===== src/rtl/fifo_pkg.sv =====
// ---------------------------------------------------------------------------
// fifo_pkg
// Shared defaults and helpers for the fifo block.
//   DATA_WIDTH_DEF : default word width in bits
//   DEPTH_DEF      : default number of storage entries (power of two)
//   clog2()        : pointer width for a given depth
// ---------------------------------------------------------------------------
package fifo_pkg;

  localparam int DATA_WIDTH_DEF = 8;
  localparam int DEPTH_DEF      = 8;

  // Smallest r such that 2**r >= value; evaluated at elaboration only.
  function automatic int clog2(input int value);
    int r;
    for (r = 0; (1 << r) < value; r++) begin
    end
    return r;
  endfunction

endpackage


===== src/rtl/fifo_ram.sv =====
// ---------------------------------------------------------------------------
// fifo_ram
// DEPTH x DATA_WIDTH storage array for the fifo: one synchronous write port
// and one combinational read port (the fifo registers the read data).
// Ports:
//   clk      : clock
//   we_i     : write enable
//   waddr_i  : write address
//   wdata_i  : write data
//   raddr_i  : read address
//   rdata_o  : read data (combinational from raddr_i)
// ---------------------------------------------------------------------------
module fifo_ram
  import fifo_pkg::*;
#(
  parameter int DATA_WIDTH = DATA_WIDTH_DEF,
  parameter int DEPTH      = DEPTH_DEF,
  parameter int AW         = clog2(DEPTH)
) (
  input  logic                  clk,
  input  logic                  we_i,
  input  logic [AW-1:0]         waddr_i,
  input  logic [DATA_WIDTH-1:0] wdata_i,
  input  logic [AW-1:0]         raddr_i,
  output logic [DATA_WIDTH-1:0] rdata_o
);

  // Contents are intentionally not reset.
  logic [DATA_WIDTH-1:0] mem_q [DEPTH];

  always_ff @(posedge clk) begin
    if (we_i) begin
      mem_q[waddr_i] <= wdata_i;
    end
  end

  assign rdata_o = mem_q[raddr_i];

endmodule


===== src/rtl/fifo.sv =====
// ---------------------------------------------------------------------------
// fifo
// Synchronous single-clock FIFO with registered read data and registered
// full/empty flags derived from an occupancy count.
// Optional build macro: FIFO_ERR_EN adds sticky overflow/underflow outputs.
// Ports:
//   clk       : clock, rising edge
//   rst_n     : asynchronous active-low reset
//   dataIn    : write data, sampled when a write is accepted
//   enqueue   : write request (one word per cycle)
//   dequeue   : read request (one word per cycle)
//   dataOut   : registered read data, holds when no read is accepted
//   full      : count == DEPTH
//   empty     : count == 0
//   overflow  : (FIFO_ERR_EN) sticky, enqueue ignored while full
//   underflow : (FIFO_ERR_EN) sticky, dequeue ignored while empty
// ---------------------------------------------------------------------------
module fifo
  import fifo_pkg::*;
#(
  parameter int DATA_WIDTH = DATA_WIDTH_DEF,
  parameter int DEPTH      = DEPTH_DEF
) (
  input  logic                  clk,
  input  logic                  rst_n,
  input  logic [DATA_WIDTH-1:0] dataIn,
  input  logic                  enqueue,
  input  logic                  dequeue,
  output logic [DATA_WIDTH-1:0] dataOut,
  output logic                  full,
`ifdef FIFO_ERR_EN
  output logic                  overflow,
  output logic                  underflow,
`endif
  output logic                  empty
);

  localparam int PW = clog2(DEPTH);
  localparam int CW = PW + 1;
  localparam logic [CW-1:0] FULL_CNT = CW'(DEPTH);

  logic [PW-1:0]         wr_ptr_q, wr_ptr_d;
  logic [PW-1:0]         rd_ptr_q, rd_ptr_d;
  logic [CW-1:0]         count_q, count_d;
  logic                  full_q, full_d;
  logic                  empty_q, empty_d;
  logic [DATA_WIDTH-1:0] dout_q, dout_d;
  logic [DATA_WIDTH-1:0] ram_rdata;
  logic                  wr_acc;
  logic                  rd_acc;

  // A read frees a slot in the same edge, so a full FIFO still accepts a
  // simultaneous write. An empty FIFO never bypasses write data to dataOut.
  assign rd_acc = dequeue && !empty_q;
  assign wr_acc = enqueue && (!full_q || rd_acc);

  fifo_ram #(
    .DATA_WIDTH (DATA_WIDTH),
    .DEPTH      (DEPTH),
    .AW         (PW)
  ) u_ram (
    .clk     (clk),
    .we_i    (wr_acc),
    .waddr_i (wr_ptr_q),
    .wdata_i (dataIn),
    .raddr_i (rd_ptr_q),
    .rdata_o (ram_rdata)
  );

  always_comb begin
    wr_ptr_d = wr_ptr_q;
    rd_ptr_d = rd_ptr_q;
    count_d  = count_q;
    dout_d   = dout_q;
    // DEPTH is a power of two, so pointers wrap by natural overflow.
    if (wr_acc) begin
      wr_ptr_d = wr_ptr_q + PW'(1);
    end
    if (rd_acc) begin
      rd_ptr_d = rd_ptr_q + PW'(1);
      dout_d   = ram_rdata;
    end
    case ({wr_acc, rd_acc})
      2'b10:   count_d = count_q + CW'(1);
      2'b01:   count_d = count_q - CW'(1);
      default: count_d = count_q;
    endcase
    full_d  = (count_d == FULL_CNT);
    empty_d = (count_d == '0);
  end

  always_ff @(posedge clk or negedge rst_n) begin
    if (!rst_n) begin
      wr_ptr_q <= '0;
      rd_ptr_q <= '0;
      count_q  <= '0;
      full_q   <= 1'b0;
      empty_q  <= 1'b1;
      dout_q   <= '0;
    end else begin
      wr_ptr_q <= wr_ptr_d;
      rd_ptr_q <= rd_ptr_d;
      count_q  <= count_d;
      full_q   <= full_d;
      empty_q  <= empty_d;
      dout_q   <= dout_d;
    end
  end

  assign dataOut = dout_q;
  assign full    = full_q;
  assign empty   = empty_q;

`ifdef FIFO_ERR_EN
  logic ovf_q, ovf_d;
  logic unf_q, unf_d;

  // Sticky error flags; only reset clears them.
  always_comb begin
    ovf_d = ovf_q || (enqueue && !wr_acc);
    unf_d = unf_q || (dequeue && !rd_acc);
  end

  always_ff @(posedge clk or negedge rst_n) begin
    if (!rst_n) begin
      ovf_q <= 1'b0;
      unf_q <= 1'b0;
    end else begin
      ovf_q <= ovf_d;
      unf_q <= unf_d;
    end
  end

  assign overflow  = ovf_q;
  assign underflow = unf_q;
`endif

endmodule


===== config.mk =====
export PLATFORM = sky130hd
export DESIGN_NAME = fifo
export DESIGN_NICKNAME = d
export VERILOG_FILES = /design/src/rtl/fifo_pkg.sv /design/src/rtl/fifo_ram.sv /design/src/rtl/fifo.sv
export SDC_FILE = /design/constraint.sdc
export NUM_CORES = 1
export LEC_CHECK = 0
export ABC_AREA = 1
export BUFFER_PORTS_ARGS = -buffer_cell sky130_fd_sc_hd__buf_4
export CAP_MARGIN = 20
export CORE_AREA = 2 2 109 111
export CTS_BUF_LIST = sky130_fd_sc_hd__clkbuf_16
export DETAILED_ROUTE_END_ITERATION = 6
export DIE_AREA = 0 0 111 113
export HOLD_SLACK_MARGIN = 0.06
export PLACE_DENSITY = 0.62
export SETUP_SLACK_MARGIN = 0.4
export SYNTH_ARGS = -nofsm -noshare
export SYNTH_HDL_FRONTEND = slang
export SYNTH_HIERARCHICAL = 1
export SYNTH_SLANG_ARGS = --single-unit

===== constraint.sdc =====
create_clock -name clk -period 1.8 [get_ports clk]
set_input_delay 0.09 -clock clk [delete_from_list [all_inputs] [get_ports clk]]
set_output_delay 0.09 -clock clk [all_outputs]
set_load 0.05 [all_outputs]

==> metrics <==
status=finished, violations left; failing checks=setup timing; peak supply drop=0.001068 V; I/O Pins=22; Pwr Total=0.008143 W; most frequent cell after synthesis=nand2_1; area delta synth->final=29.99%; final cycle utilization of the critical path=103.2%; RePlAce Congestion=0.8184; number of max-cap violations=0; H-tree Lvls=3; TritonCTS clock tree=built; Initial Utilization=34.42%; Worst Path Class, Setup=register to register; Hold Path Class=primary input to asynchronous set/reset pin; Clock Root Buffer=clkbuf_16; Buf+Inv Stages, Crit Path=2; drt total wl=8161 um; Port Buffers=21; setup violators final=2; startpoint types=register; synth top area cells=edfxtp_1, nand2_1, dfrtp_1, inv_1, nand3_1; Clock Tree Buf Depth=2; Critical Path Most Common Cell=nand2_2; flop2flop setup slack=-0.06 ns; core area=0.01127 mm^2; RSZ-0062 raised after global routing=yes; Worst setup startpoint=empty$_DFF_PN1_; CP max FO=3; largest net degree at the start of global routing=33; Die Y=113 um; CP Capture Point=full$_DFF_PN0_; synth unique cells=27; total track usage=14.07%; number of global-route vias before repair=2,698; Mapped Avg Cell Area=9.628 um^2; Hold Fails Final Rpt=0; top post-synthesis cells by count=nand2_1, inv_1, edfxtp_1, nand3_1, dfrtp_1; Multi-input gate area=0.001229 mm^2; Hold WS=0.1865 ns; number of cells on the critical path=14; final count of pins violating max slew=0; pin slew with the least headroom to its limit=0.3705 ns; Post-synth ARST share=23.81%; Fmax=538.2 MHz; global route overflow=0; via count=2,681; Yosys reg bits=84; layout cells sized above 1=23.55%; Clk Latency, worst-skew pair=0.33 ns; num rows=39; global-route wire length before repair=13,520 um; Post-synth EDFFs=64; drt initial violations=156; post-synth top area share=49.53%; Clock Skew=0.006600 ns; post-detailed-route count of antenna-violating nets=0; Synth Flop Type=edfxtp_1; # fillers=1,030; max incr delay on CP=0.56 ns; via/cell ratio=4.395; highest metal used=met4; R2R Path End=full$_DFF_PN0_; Setup crit end kind=register; synthesized area=0.003880 mm^2; Post-Synthesis Cells=403; Worst-path clk slew=0.06 ns; Die X=111 um; Die Area=0.01254 mm^2; TritonCTS Buffers=9; Reg area=0.002426 mm^2; Critical-path top delay cell=dfstp_2; final worst slack=-0.05819 ns; length of the first detailed-routing pass in iterations=4; Top Family by Delay on Critical Path=flip-flops; clock sinks=84; post-DP HPWL=5108 um; CP Cell Sequence=nor2_4, inv_4, nand2_4, nand2_4, ha_4, nand2_2, inv_2, nor2_4, ha_4, nand2_2, nand2_2, nor2_2, o211ai_1, nor2_1; initial antenna violation count=0; Worst Reg-to-Reg Cells=14; arrival time worst endpoint=2.07 ns; met3 WL post-DR=265 um; Nets=479; met1 wire length=3673 um; Rel. slew slack=75.27%; routed len/inst=13.38 um; PwrDens=1614 mW/mm^2; n_diodes=0; reg-to-reg startpoint=empty$_DFF_PN1_; synthesized net count=420; synth warn=6; Leak=2.330 nW; DRC Markers=0; min Tclk post-route=1.858 ns; sequential area share after synthesis=62.46%; CP Data Required Time=2.02 ns; Met2 Wirelength=3975 um; post-synth top area cell=edfxtp_1
## report_power, final
part	internal [W]	switching (W)	total (W)
Sequential	0.00254	0.000317	0.00286
Clock	0.00107	0.000721	0.00179
Combinational	0.00132	0.00217	0.00350
Total	0.00493	0.00321	0.00814
## logic make-up after synthesis
| logic type | after synthesis | share of synthesized area, % |
|---|---|---|
| and+or+nand+nor | 213 | 23.28 |
| xor gates and xnor gates | 6 | 1.548 |
| AOI/OAI and AO/OA | 4 | 0.6771 |
| buffers and inverters | 91 | 10.42 |
| DFF | 84 | 62.46 |
| adders and majority gates | 5 | 1.612 |
## metal layers
metal | vias up | global-route usage (%)
met3 | 24 | 3.696
met5 | - | 0
li1 | 1361 | -
met1 | 1247 | 16.96
met2 | 49 | 23.23
met4 | 0 | 7.583
## what timing repair did
item / CTS / global route
hold buffers: 9 / 0
hold endpoints to repair: 84 / 0
endpoints found under the setup margin: 71 / 79
gates cloned: 0 / 0
resized for setup: 23 / 14
buffers inserted: 18 / 2
pin swaps: 13 / 17
## worst min path at each step
stage,startpoint,endpoint,slack [ns],cells past startpoint
final,rst_n,count_q[0]$_DFF_PN0_,0.19,2
after global routing,rst_n,count_q[1]$_DFF_PN0_,0.21,2
after CTS,rst_n,wr_ptr_q[0]$_DFFE_PN0P_,0.16,2
after detailed placement,rst_n,full$_DFF_PN0_,-0.01,1
after global placement,rst_n,full$_DFF_PN0_,-0.02,1
after floorplan,rst_n,count_q[0]$_DFF_PN0_,-0.21,0
## final cells by class
cell class              count  area share, %
clock inverters             7          1.315
multi-input cells         228          24.36
well taps                 143          3.548
repair buffers             60          11.83
flip-flops and latches     84          48.10
inverters                  79          6.376
clock buffers               9          4.465
## metrics by stage
| stage | worst slack (ns) | util (%) | std cells | area (um^2) | setup TNS [ns] |
|---|---|---|---|---|---|
| floorplan | -0.2636 | - | 403 | 3973 | -0.6912 |
| global placement | -0.02041 | 37.96 | 565 | 4279 | -0.1981 |
| detailed placement | -0.08993 | 37.96 | 565 | 4279 | -1.180 |
| CTS | -0.07681 | 44.08 | 608 | 4969 | -0.1470 |
| global route | -0.1733 | 44.74 | 610 | 5044 | -0.4838 |
| finish | -0.05819 | 44.74 | 610 | 5044 | -0.1124 |
## sequential cells by signal, indices dropped and copies added (netlist names)
signal,cells
empty,1
count_q,4
rd_ptr_q,3
u_ram/mem_q,64
wr_ptr_q,3
dataOut,8
full,1
## placed cells by master, fill, tap and decap left out, types with 2 or more instances in the layout
cell / count
clkbuf_16: 9
nor2_2: 3
clkinvlp_4: 2
nand2_1: 148
inv_4: 2
nand3_2: 3
nand2_4: 2
dfrtp_1: 17
xnor2_2: 2
buf_4: 33
nand2_2: 6
edfxtp_1: 64
ha_4: 3
clkinv_1: 2
buf_12: 6
inv_2: 3
dlygate4sd3_1: 9
nor2_4: 10
ha_1: 2
inv_1: 72
nor2_1: 2
dfrtp_2: 2
buf_6: 11
xnor2_1: 3
nand2_8: 2
nand3_1: 35
(Power assumes the default switching activity.)
